`src/rtl/axis_combiner_if.sv`:
```
// Stream bundle for the complex channel combiner.
// Carries the per-channel real/imag AXI-Stream inputs and the summed
// real/imag AXI-Stream outputs. The combiner connects through the
// "slave" modport; whatever feeds it and drains it uses "master".
interface axis_combiner_if #(
    parameter int NUM_CH      = 4,
    parameter int SDATA_WIDTH = 128,
    parameter int MDATA_WIDTH = 128
);
    // Input channels, channel k at [k*SDATA_WIDTH +: SDATA_WIDTH]
    logic [NUM_CH*SDATA_WIDTH-1:0] s_axis_real_tdata;
    logic [NUM_CH*SDATA_WIDTH-1:0] s_axis_imag_tdata;
    logic [NUM_CH-1:0]             s_axis_real_tvalid;
    logic [NUM_CH-1:0]             s_axis_imag_tvalid;
    logic [NUM_CH-1:0]             s_axis_real_tready;
    logic [NUM_CH-1:0]             s_axis_imag_tready;
    logic [NUM_CH-1:0]             s_axis_real_tlast;
    logic [NUM_CH-1:0]             s_axis_imag_tlast;

    // Combined output streams
    logic [MDATA_WIDTH-1:0]        m_axis_real_tdata;
    logic [MDATA_WIDTH-1:0]        m_axis_imag_tdata;
    logic [MDATA_WIDTH/8-1:0]      m_axis_real_tkeep;
    logic [MDATA_WIDTH/8-1:0]      m_axis_imag_tkeep;
    logic                          m_axis_real_tvalid;
    logic                          m_axis_imag_tvalid;
    logic                          m_axis_real_tlast;
    logic                          m_axis_imag_tlast;
    logic                          m_axis_real_tready;
    logic                          m_axis_imag_tready;

    modport slave (
        input  s_axis_real_tdata, s_axis_imag_tdata,
        input  s_axis_real_tvalid, s_axis_imag_tvalid,
        output s_axis_real_tready, s_axis_imag_tready,
        input  s_axis_real_tlast, s_axis_imag_tlast,
        output m_axis_real_tdata, m_axis_imag_tdata,
        output m_axis_real_tkeep, m_axis_imag_tkeep,
        output m_axis_real_tvalid, m_axis_imag_tvalid,
        output m_axis_real_tlast, m_axis_imag_tlast,
        input  m_axis_real_tready, m_axis_imag_tready
    );

    modport master (
        output s_axis_real_tdata, s_axis_imag_tdata,
        output s_axis_real_tvalid, s_axis_imag_tvalid,
        input  s_axis_real_tready, s_axis_imag_tready,
        output s_axis_real_tlast, s_axis_imag_tlast,
        input  m_axis_real_tdata, m_axis_imag_tdata,
        input  m_axis_real_tkeep, m_axis_imag_tkeep,
        input  m_axis_real_tvalid, m_axis_imag_tvalid,
        input  m_axis_real_tlast, m_axis_imag_tlast,
        output m_axis_real_tready, m_axis_imag_tready
    );
endinterface

```
`src/rtl/axis_combiner.sv`:
```
// Complex multi-channel AXI-Stream combiner.
// Sums sample i of every channel (real and imag separately) at full
// precision, applies an arithmetic right shift, and reduces the result to
// the output sample width. Two register stages: sum, then output.
// Optional feature: define AXIS_COMBINER_SAT_EN to saturate out-of-range
// results instead of wrapping them to the low MSAMPLE_WIDTH bits.
module axis_combiner #(
    parameter int NUM_CH        = 4,
    parameter int SDATA_WIDTH   = 128,
    parameter int SSAMPLE_WIDTH = 16,
    parameter int MSAMPLE_WIDTH = 16,
    parameter int SHIFT         = 0
) (
    input  logic                 clock,
    input  logic                 reset,
    axis_combiner_if.slave       bus,
    output logic                 tlast_err,
    output logic [31:0]          frame_count
);
    localparam int SAMPLES     = SDATA_WIDTH / SSAMPLE_WIDTH;
    localparam int MDATA_WIDTH = SAMPLES * MSAMPLE_WIDTH;
    localparam int SUM_W       = SSAMPLE_WIDTH + $clog2(NUM_CH);
    // Wide enough to hold any sum and any output sample with sign headroom
    localparam int EXT_W       = SUM_W + MSAMPLE_WIDTH;

    // Shift a full-precision sum and fit it to the output sample width
    function automatic logic [MSAMPLE_WIDTH-1:0] reduce_fn(input logic [SUM_W-1:0] sum);
        logic signed [EXT_W-1:0] ext_v;
`ifdef AXIS_COMBINER_SAT_EN
        logic signed [EXT_W-1:0] one_v;
        logic signed [EXT_W-1:0] max_v;
        logic signed [EXT_W-1:0] min_v;
`endif
        ext_v = EXT_W'($signed(sum)) >>> SHIFT;
`ifdef AXIS_COMBINER_SAT_EN
        one_v = EXT_W'(1'b1);
        max_v = (one_v <<< (MSAMPLE_WIDTH - 1)) - one_v;
        min_v = -(one_v <<< (MSAMPLE_WIDTH - 1));
        if (ext_v > max_v) begin
            return max_v[MSAMPLE_WIDTH-1:0];
        end else if (ext_v < min_v) begin
            return min_v[MSAMPLE_WIDTH-1:0];
        end else begin
            return ext_v[MSAMPLE_WIDTH-1:0];
        end
`else
        return ext_v[MSAMPLE_WIDTH-1:0];
`endif
    endfunction

    logic                             all_valid_s;
    logic                             advance_s;
    logic                             accept_s;
    logic                             tlast_mismatch_s;
    logic                             beat_done_s;
    logic [SAMPLES-1:0][SUM_W-1:0]    real_sum_s;
    logic [SAMPLES-1:0][SUM_W-1:0]    imag_sum_s;
    logic [MDATA_WIDTH-1:0]           real_next_s;
    logic [MDATA_WIDTH-1:0]           imag_next_s;

    logic [SAMPLES-1:0][SUM_W-1:0]    real_sum_r;
    logic [SAMPLES-1:0][SUM_W-1:0]    imag_sum_r;
    logic                             sum_valid_r;
    logic                             sum_tlast_r;
    logic [MDATA_WIDTH-1:0]           out_real_r;
    logic [MDATA_WIDTH-1:0]           out_imag_r;
    logic                             out_valid_r;
    logic                             out_tlast_r;
    logic                             tlast_err_r;
    logic [31:0]                      frame_count_r;

    // Handshake: a beat is taken only when every stream is valid and the pipe moves
    always_comb begin
        all_valid_s      = (&bus.s_axis_real_tvalid) & (&bus.s_axis_imag_tvalid);
        advance_s        = ~out_valid_r | (bus.m_axis_real_tready & bus.m_axis_imag_tready);
        accept_s         = ~reset & all_valid_s & advance_s;
        tlast_mismatch_s = ~((&{bus.s_axis_real_tlast, bus.s_axis_imag_tlast}) |
                             ~(|{bus.s_axis_real_tlast, bus.s_axis_imag_tlast}));
        beat_done_s      = out_valid_r & bus.m_axis_real_tready & bus.m_axis_imag_tready;
    end

    // Full-precision per-sample sums across all channels
    always_comb begin
        real_sum_s = '0;
        imag_sum_s = '0;
        for (int i = 0; i < SAMPLES; i++) begin
            for (int k = 0; k < NUM_CH; k++) begin
                real_sum_s[i] = real_sum_s[i] + SUM_W'($signed(
                    bus.s_axis_real_tdata[k*SDATA_WIDTH + i*SSAMPLE_WIDTH +: SSAMPLE_WIDTH]));
                imag_sum_s[i] = imag_sum_s[i] + SUM_W'($signed(
                    bus.s_axis_imag_tdata[k*SDATA_WIDTH + i*SSAMPLE_WIDTH +: SSAMPLE_WIDTH]));
            end
        end
    end

    // Shift and width reduction of the registered sums
    always_comb begin
        real_next_s = '0;
        imag_next_s = '0;
        for (int i = 0; i < SAMPLES; i++) begin
            real_next_s[i*MSAMPLE_WIDTH +: MSAMPLE_WIDTH] = reduce_fn(real_sum_r[i]);
            imag_next_s[i*MSAMPLE_WIDTH +: MSAMPLE_WIDTH] = reduce_fn(imag_sum_r[i]);
        end
    end

    // Sum stage: loads on acceptance, empties when the pipe moves without a new beat
    always_ff @(posedge clock or posedge reset) begin
        if (reset) begin
            real_sum_r  <= '0;
            imag_sum_r  <= '0;
            sum_valid_r <= 1'b0;
            sum_tlast_r <= 1'b0;
        end else if (advance_s) begin
            sum_valid_r <= accept_s;
            if (accept_s) begin
                real_sum_r  <= real_sum_s;
                imag_sum_r  <= imag_sum_s;
                sum_tlast_r <= bus.s_axis_real_tlast[0];
            end
        end
    end

    // Output stage: takes the sum stage whenever the pipe moves
    always_ff @(posedge clock or posedge reset) begin
        if (reset) begin
            out_real_r  <= '0;
            out_imag_r  <= '0;
            out_valid_r <= 1'b0;
            out_tlast_r <= 1'b0;
        end else if (advance_s) begin
            out_real_r  <= real_next_s;
            out_imag_r  <= imag_next_s;
            out_valid_r <= sum_valid_r;
            out_tlast_r <= sum_tlast_r;
        end
    end

    // Sticky flag for channels disagreeing on frame end
    always_ff @(posedge clock or posedge reset) begin
        if (reset) begin
            tlast_err_r <= 1'b0;
        end else if (accept_s && tlast_mismatch_s) begin
            tlast_err_r <= 1'b1;
        end
    end

    // Completed-frame counter, wraps naturally at 32 bits
    always_ff @(posedge clock or posedge reset) begin
        if (reset) begin
            frame_count_r <= 32'd0;
        end else if (beat_done_s && out_tlast_r) begin
            frame_count_r <= frame_count_r + 32'd1;
        end
    end

    assign bus.s_axis_real_tready = {NUM_CH{accept_s}};
    assign bus.s_axis_imag_tready = {NUM_CH{accept_s}};
    assign bus.m_axis_real_tdata  = out_real_r;
    assign bus.m_axis_imag_tdata  = out_imag_r;
    assign bus.m_axis_real_tkeep  = {(MDATA_WIDTH/8){out_valid_r}};
    assign bus.m_axis_imag_tkeep  = {(MDATA_WIDTH/8){out_valid_r}};
    assign bus.m_axis_real_tvalid = out_valid_r;
    assign bus.m_axis_imag_tvalid = out_valid_r;
    assign bus.m_axis_real_tlast  = out_tlast_r;
    assign bus.m_axis_imag_tlast  = out_tlast_r;
    assign tlast_err              = tlast_err_r;
    assign frame_count            = frame_count_r;
endmodule

```
`src/flat_wrapper.sv`:
```
// flat-port wrapper written by rule: the top's interface ports become plain ports
module axis_combiner_flat 
#(
    parameter int NUM_CH        = 4,
    parameter int SDATA_WIDTH   = 128,
    parameter int SSAMPLE_WIDTH = 16,
    parameter int MSAMPLE_WIDTH = 16,
    parameter int SHIFT         = 0
)
  (clock, reset, tlast_err, frame_count, bus_s_axis_real_tdata, bus_s_axis_imag_tdata, bus_s_axis_real_tvalid, bus_s_axis_imag_tvalid, bus_s_axis_real_tready, bus_s_axis_imag_tready, bus_s_axis_real_tlast, bus_s_axis_imag_tlast, bus_m_axis_real_tdata, bus_m_axis_imag_tdata, bus_m_axis_real_tkeep, bus_m_axis_imag_tkeep, bus_m_axis_real_tvalid, bus_m_axis_imag_tvalid, bus_m_axis_real_tlast, bus_m_axis_imag_tlast, bus_m_axis_real_tready, bus_m_axis_imag_tready);
  axis_combiner_if #(.NUM_CH(NUM_CH), .SDATA_WIDTH(SDATA_WIDTH), .MDATA_WIDTH(128)) bus_i ();
  input  logic clock;
  input  logic reset;
  output logic tlast_err;
  output logic [31:0] frame_count;
  input wire logic [$bits(bus_i.s_axis_real_tdata)-1:0] bus_s_axis_real_tdata;
  input wire logic [$bits(bus_i.s_axis_imag_tdata)-1:0] bus_s_axis_imag_tdata;
  input wire logic [$bits(bus_i.s_axis_real_tvalid)-1:0] bus_s_axis_real_tvalid;
  input wire logic [$bits(bus_i.s_axis_imag_tvalid)-1:0] bus_s_axis_imag_tvalid;
  output wire logic [$bits(bus_i.s_axis_real_tready)-1:0] bus_s_axis_real_tready;
  output wire logic [$bits(bus_i.s_axis_imag_tready)-1:0] bus_s_axis_imag_tready;
  input wire logic [$bits(bus_i.s_axis_real_tlast)-1:0] bus_s_axis_real_tlast;
  input wire logic [$bits(bus_i.s_axis_imag_tlast)-1:0] bus_s_axis_imag_tlast;
  output wire logic [$bits(bus_i.m_axis_real_tdata)-1:0] bus_m_axis_real_tdata;
  output wire logic [$bits(bus_i.m_axis_imag_tdata)-1:0] bus_m_axis_imag_tdata;
  output wire logic [$bits(bus_i.m_axis_real_tkeep)-1:0] bus_m_axis_real_tkeep;
  output wire logic [$bits(bus_i.m_axis_imag_tkeep)-1:0] bus_m_axis_imag_tkeep;
  output wire logic [$bits(bus_i.m_axis_real_tvalid)-1:0] bus_m_axis_real_tvalid;
  output wire logic [$bits(bus_i.m_axis_imag_tvalid)-1:0] bus_m_axis_imag_tvalid;
  output wire logic [$bits(bus_i.m_axis_real_tlast)-1:0] bus_m_axis_real_tlast;
  output wire logic [$bits(bus_i.m_axis_imag_tlast)-1:0] bus_m_axis_imag_tlast;
  input wire logic [$bits(bus_i.m_axis_real_tready)-1:0] bus_m_axis_real_tready;
  input wire logic [$bits(bus_i.m_axis_imag_tready)-1:0] bus_m_axis_imag_tready;
  assign bus_i.s_axis_real_tdata = bus_s_axis_real_tdata;
  assign bus_i.s_axis_imag_tdata = bus_s_axis_imag_tdata;
  assign bus_i.s_axis_real_tvalid = bus_s_axis_real_tvalid;
  assign bus_i.s_axis_imag_tvalid = bus_s_axis_imag_tvalid;
  assign bus_s_axis_real_tready = bus_i.s_axis_real_tready;
  assign bus_s_axis_imag_tready = bus_i.s_axis_imag_tready;
  assign bus_i.s_axis_real_tlast = bus_s_axis_real_tlast;
  assign bus_i.s_axis_imag_tlast = bus_s_axis_imag_tlast;
  assign bus_m_axis_real_tdata = bus_i.m_axis_real_tdata;
  assign bus_m_axis_imag_tdata = bus_i.m_axis_imag_tdata;
  assign bus_m_axis_real_tkeep = bus_i.m_axis_real_tkeep;
  assign bus_m_axis_imag_tkeep = bus_i.m_axis_imag_tkeep;
  assign bus_m_axis_real_tvalid = bus_i.m_axis_real_tvalid;
  assign bus_m_axis_imag_tvalid = bus_i.m_axis_imag_tvalid;
  assign bus_m_axis_real_tlast = bus_i.m_axis_real_tlast;
  assign bus_m_axis_imag_tlast = bus_i.m_axis_imag_tlast;
  assign bus_i.m_axis_real_tready = bus_m_axis_real_tready;
  assign bus_i.m_axis_imag_tready = bus_m_axis_imag_tready;
  axis_combiner #(.NUM_CH(NUM_CH), .SDATA_WIDTH(SDATA_WIDTH), .SSAMPLE_WIDTH(SSAMPLE_WIDTH), .MSAMPLE_WIDTH(MSAMPLE_WIDTH), .SHIFT(SHIFT)) u_core (.clock(clock), .reset(reset), .bus(bus_i), .tlast_err(tlast_err), .frame_count(frame_count));
endmodule
```
`config.mk`:
```
export PLATFORM = sky130hd
export DESIGN_NAME = axis_combiner_flat
export DESIGN_NICKNAME = d
export VERILOG_FILES = /design/src/rtl/axis_combiner_if.sv /design/src/rtl/axis_combiner.sv /design/src/flat_wrapper.sv
export SDC_FILE = /design/constraint.sdc
export NUM_CORES = 2
export LEC_CHECK = 0
export BUFFER_PORTS_ARGS = -buffer_cell sky130_fd_sc_hd__buf_2
export CORE_AREA = 3 3 536 538
export CTS_CLUSTER_DIAMETER = 150
export DETAILED_ROUTE_END_ITERATION = 6
export DIE_AREA = 0 0 539 541
export SYNTH_ARGS = -nofsm -noshare
export SYNTH_HDL_FRONTEND = slang
export SYNTH_SLANG_ARGS = --single-unit
```
`constraint.sdc`:
```
create_clock -name clock -period 26.4 [get_ports clock]
set_clock_uncertainty 0.05 [all_clocks]
set_input_delay 6.6 -clock clock [delete_from_list [all_inputs] [get_ports clock]]
set_output_delay 6.6 -clock clock [all_outputs]
set_load 0.01 [all_outputs]
```
Yosys cells after proc, flatten, opt, wreduce, memory -nomap -nowiden
Cells that the tools add are included.
Widths: inputs -> output; s select.
Cells by class
  bitwise logic cells: 12
  add/subtract/negate cells: 49
  reductions and logical operators: 7
Operators with widths (count)
  $add 16x16->16: 48
  $add 32x1->32 const B: 1
  $reduce_and 4->1: 2
  $reduce_and 8->1: 1
  $reduce_or 8->1: 1
  $and 1x1->1: 6
  $not 1->1: 4
  $logic_and 1x1->1: 2
  $or 1x1->1: 2
  $reduce_and 2->1: 1
Word-level totals
  register bits: 549
  bits of input ports: 1044
  output and inout bits: 333

Depth between registers and ports, before layout
  depth after elaboration: 5
  gate-level depth with buffers: 14
  mapped depth without buffers: 14

Least setup slack after synthesis
OpenSTA, ideal clock, no wires.
  path kind: in2out
  start: in reset
  end: out bus_s_axis_imag_tready[0]
  arrival time: 19531 ps
  buffers on the path: 5
  stages on the path: 9
  setup slack: 219 ps
  path through: inv_1 -> nand2_1 -> or4_1 -> buf_2 -> buf_6 -> inv_2 -> buf_4 -> buf_2 -> buf_4
On the way
  word-level cells in the longest chain between the ends: 3
RTL lines
  start: declaration: RTL line flat_wrapper.sv:13  | input logic reset;
  $not 1->1: RTL line axis_combiner.sv:76  | accept_s = ~reset & all_valid_s & advance_s;
  $and 1x1->1 (2 in series): RTL line axis_combiner.sv:76
  end: declaration: RTL line flat_wrapper.sv:21  | output wire logic [$bits(bus_i.s_axis_imag_tready)-1:0] bus_s_axis_imag_tready;
Every way passes these cells.

Worst setup path after layout
  start: in reset
  end: out bus_s_axis_real_tready[2]
On the way
  word-level cells in the longest chain between the ends: 3
RTL lines
  $not 1->1: RTL line axis_combiner.sv:76
  $and 1x1->1 (2 in series): RTL line axis_combiner.sv:76
  end: declaration: RTL line flat_wrapper.sv:20  | output wire logic [$bits(bus_i.s_axis_real_tready)-1:0] bus_s_axis_real_tready;
Every way passes these cells.

==> load_flow_metrics.sql <==
INSERT INTO impl_metrics (metric_group, metric, value, unit) VALUES
('clocking', 'numClockSinks', '549', ''),
('worst_hold_path', 'hp-class', 'reg -> reg', ''),
('routing', 'via_density', '3.67', ''),
('clocking', 'h-tree-depth', '3', ''),
('global_route', 'pin_count_of_the_biggest_net_entering_global_routing', '150', ''),
('finish', 'postLayoutCoreUtil', '20.5', '%'),
('clocking', 'post_cts.resized_instances', '0', ''),
('clocking', 'numCtsBuffers', '69', ''),
('logic_synthesis', 'syn-mean-instance-area', '9.69', 'µm²'),
('clocking', 'clock_edge_transition_at_the_registers_on_the_reported_setup_and_hold_paths', '0.05', 'ns'),
('sta', 'timing.setup.tns', '0', 'ns'),
('worst_setup_path', 'critical_path_at', '9.09', 'ns'),
('sta', 'final_min_period_over_clock_period', '59.6', '%'),
('global_route', 'global_route.usage.total', '13.2', '%'),
('logic_synthesis', 'post-synth-top-area-fraction', '30.9', '%'),
('global_route', 'grt_pass1_vias', '36800', ''),
('placed_design', 'place_area', '55600', 'µm²'),
('logic_synthesis', 'synth-seq-area-share', '30.9', '%'),
('logic_synthesis', 'synth_area_leader_cell', 'sky130_fd_sc_hd__dfrtp_1', ''),
('routing', 'detail_route.wirelength', '197000', 'µm'),
('logic_synthesis', 'synth_cell_type_count', '69', ''),
('worst_setup_path', 'endpoint_kind', 'output port', ''),
('finish', 'area_delta_synth_final', '30.3', '%'),
('logic_synthesis', 'ys_async_sr_fraction', '100', '%'),
('clocking', 'cts_root_cell', 'sky130_fd_sc_hd__clkbuf_16', ''),
('placed_design', 'dpl_worst_slack', '10.58', 'ns'),
('placed_design', 'numPortBuffers', '1376', ''),
('power', 'leakage', '0.0321', 'µW'),
('floorplanning', 'floorplan.die.width', '539', 'µm'),
('sta', 'slew_violations', '0', ''),
('clocking', 'worstSkewPairLatency', '0.67', 'ns'),
('worst_setup_path', 'worstPathRequired', '19.75', 'ns'),
('outcome', 'status', 'completed', ''),
('logic_synthesis', 'mappedNetlistNets', '6360', ''),
('sta', 'setup-violations-final', '0', ''),
('finish', 'final_nets', '7698', ''),
('routing', 'wire_per_inst', '20.2', 'µm'),
('logic_synthesis', 'ys_top_cells_by_count', 'sky130_fd_sc_hd__inv_1, sky130_fd_sc_hd__dfrtp_1, sky130_fd_sc_hd__fa_1', ''),
('logic_synthesis', 'synth_most_common_cell', 'sky130_fd_sc_hd__inv_1', ''),
('routing', 'routed-via-count', '35800', ''),
('sta', 'relSlewSlack', '32.1', '%'),
('worst_setup_path', 'setup.worst_path.start_class', 'input port', ''),
('logic_synthesis', 'synth_cells', '4595', ''),
('sta', 'finalHoldViolations', '0', ''),
('routing', 'antenna_violating_nets_post_route', '0', ''),
('floorplanning', 'chipHeight', '541', 'µm'),
('sta', 'final.setup.worst_slack', '10.66', 'ns'),
('finish', 'area.sequential', '13700', 'µm²'),
('floorplanning', 'initial_utilization', '15.8', '%'),
('sta', 'finalWorstPathRequiredPeriod', '15.74', 'ns'),
('placed_design', 'dp_hpwl', '175000', 'µm'),
('finish', 'finalInstanceArea', '58000', 'µm²'),
('power', 'power_per_cell_area', '62.7', 'nW/µm²'),
('floorplanning', 'io_pins', '1377', ''),
('logic_synthesis', 'ys_warn_count', '0', ''),
('worst_setup_path', 'critical_path_class', 'in -> out', ''),
('sta', 'unrepaired_setup_endpoints_after_global_routing', 'no', ''),
('global_route', 'grt_first_pass_wirelength', '273000', 'µm'),
('clocking', 'cts_hold_repair.buffers', '0', ''),
('floorplanning', 'design.die.area', '292000', 'µm²'),
('sta', 'fmaxAchievable', '0.0635', 'GHz'),
('finish', 'final.fill_count', '31500', ''),
('routing', 'route.detailed.drc', '0', ''),
('worst_setup_path', 'crit_path_max_fanout', '104', ''),
('logic_synthesis', 'synth_flop_cell', 'sky130_fd_sc_hd__dfrtp_1', ''),
('finish', 'multi_input_area', '25200', 'µm²'),
('global_route', 'initial_antenna_violation_count', '113', ''),
('clocking', 'clockBufferDepth', '3', ''),
('sta', 'fin_hold_ws', '0.412', 'ns'),
('placed_design', 'globalplace.congestion', '0.954', ''),
('logic_synthesis', 'post_synth_instance_area', '44500', 'µm²');
==> layout make-up <==
class	count	share of cell area, %
Sequential cell	549	23.7
Antenna cell	34	0.147
Clock inverter	23	0.570
Inverter	1295	8.40
Timing Repair Buffer	1399	12.2
Tap cell	3743	8.07
Multi-Input combinational cell	2619	43.5
Clock buffer	97	3.42
==> layer usage <==
| layer | GRT usage, % | part of all wire [%] | vias up |
|---|---|---|---|
| met5 | 0 | 0.23 | - |
| met4 | 6.37 | 5.5 | 64 |
| met3 | 3.95 | 7.8 | 347 |
| met2 | 21.3 | 45 | 1393 |
| met1 | 16.1 | 41 | 17200 |
| li1 | - | - | 16800 |
==> critical path: stages <==
cell	delay, ns
sky130_fd_sc_hd__buf_2	0.13
sky130_fd_sc_hd__inv_8	0.48
sky130_fd_sc_hd__nand2_1	0.14
sky130_fd_sc_hd__or4_4	0.83
sky130_fd_sc_hd__inv_6	0.26
sky130_fd_sc_hd__buf_4	0.32
sky130_fd_sc_hd__buf_2	0.20
==> worst paths after layout <==
| check | slack (ns) | depth (start not counted) | end | start |
|---|---|---|---|---|
| min in group asynchronous | 6.01 | 2 | u_core.frame_count[14] | reset |
| min reg2reg | 0.41 | 1 | u_core.tlast_err | u_core.tlast_err |
| max reg2reg | 21.49 | 9 | u_core.imag_next_s[44] | u_core.bus.m_axis_imag_tvalid |
| min | 0.41 | 1 | u_core.tlast_err | u_core.tlast_err |
| max | 10.66 | 7 | bus_s_axis_real_tready[2] | reset |
| max in group asynchronous | 16.69 | 6 | u_core.imag_next_s[23] | reset |
==> cells in the final DEF (no fill, tap or decap), types with 75 or more instances in the layout <==
| cell type | netlist | layout |
|---|---|---|
| sky130_fd_sc_hd__a21o_1 | 89 | 89 |
| sky130_fd_sc_hd__inv_1 | 1294 | 1293 |
| sky130_fd_sc_hd__xor2_1 | 94 | 94 |
| sky130_fd_sc_hd__xnor2_1 | 189 | 189 |
| sky130_fd_sc_hd__nor2_1 | 75 | 75 |
| sky130_fd_sc_hd__dfrtp_1 | 549 | 549 |
| sky130_fd_sc_hd__mux2_2 | 258 | 258 |
| sky130_fd_sc_hd__o21ai_0 | 261 | 261 |
| sky130_fd_sc_hd__buf_2 | 52 | 1376 |
| sky130_fd_sc_hd__a21oi_1 | 110 | 110 |
| sky130_fd_sc_hd__fa_1 | 480 | 480 |
| sky130_fd_sc_hd__ha_1 | 241 | 241 |
| sky130_fd_sc_hd__nand2_1 | 423 | 423 |
==> cells by family (layout without fill, tap and decap cells) <==
group	after synthesis	after routing	synth area share [%]
buf+inv	1427	2814	12.6
fa+ha+maj	721	721	28.4
simple gates	691	691	6.84
compound gates	662	662	9.19
flops	549	549	30.9
xor+xnor	283	283	5.57
mux	262	262	6.61
other cells	0	34	0
==> report_power, final <==
part	switching (µW)	internal (µW)	leakage, µW	total, µW
Sequential	51.1	930	0.00757	981
Combinational	977	704	0.0234	1680
Clock	416	559	0.00113	975
==> per-stage QoR <==
| stage | total power (µW) | cells |
|---|---|---|
| after global placement | 2680 | 9605 |
| final | 3640 | 9759 |
| after CTS | 3710 | 9725 |
| after detailed placement | 2690 | 9605 |
| after floorplan | 2080 | 4595 |
| after global routing | 3930 | 9749 |
==> registers in the layout (all words and copies together) (netlist names), 32 cells and up <==
| register | count |
|---|---|
| u_core.bus.m_axis_imag_tdata | 128 |
| u_core.imag_next_s | 128 |
| u_core.frame_count | 32 |
| u_core.real_next_s | 128 |
| u_core.bus.m_axis_real_tdata | 128 |
(Power assumes the default switching activity.)
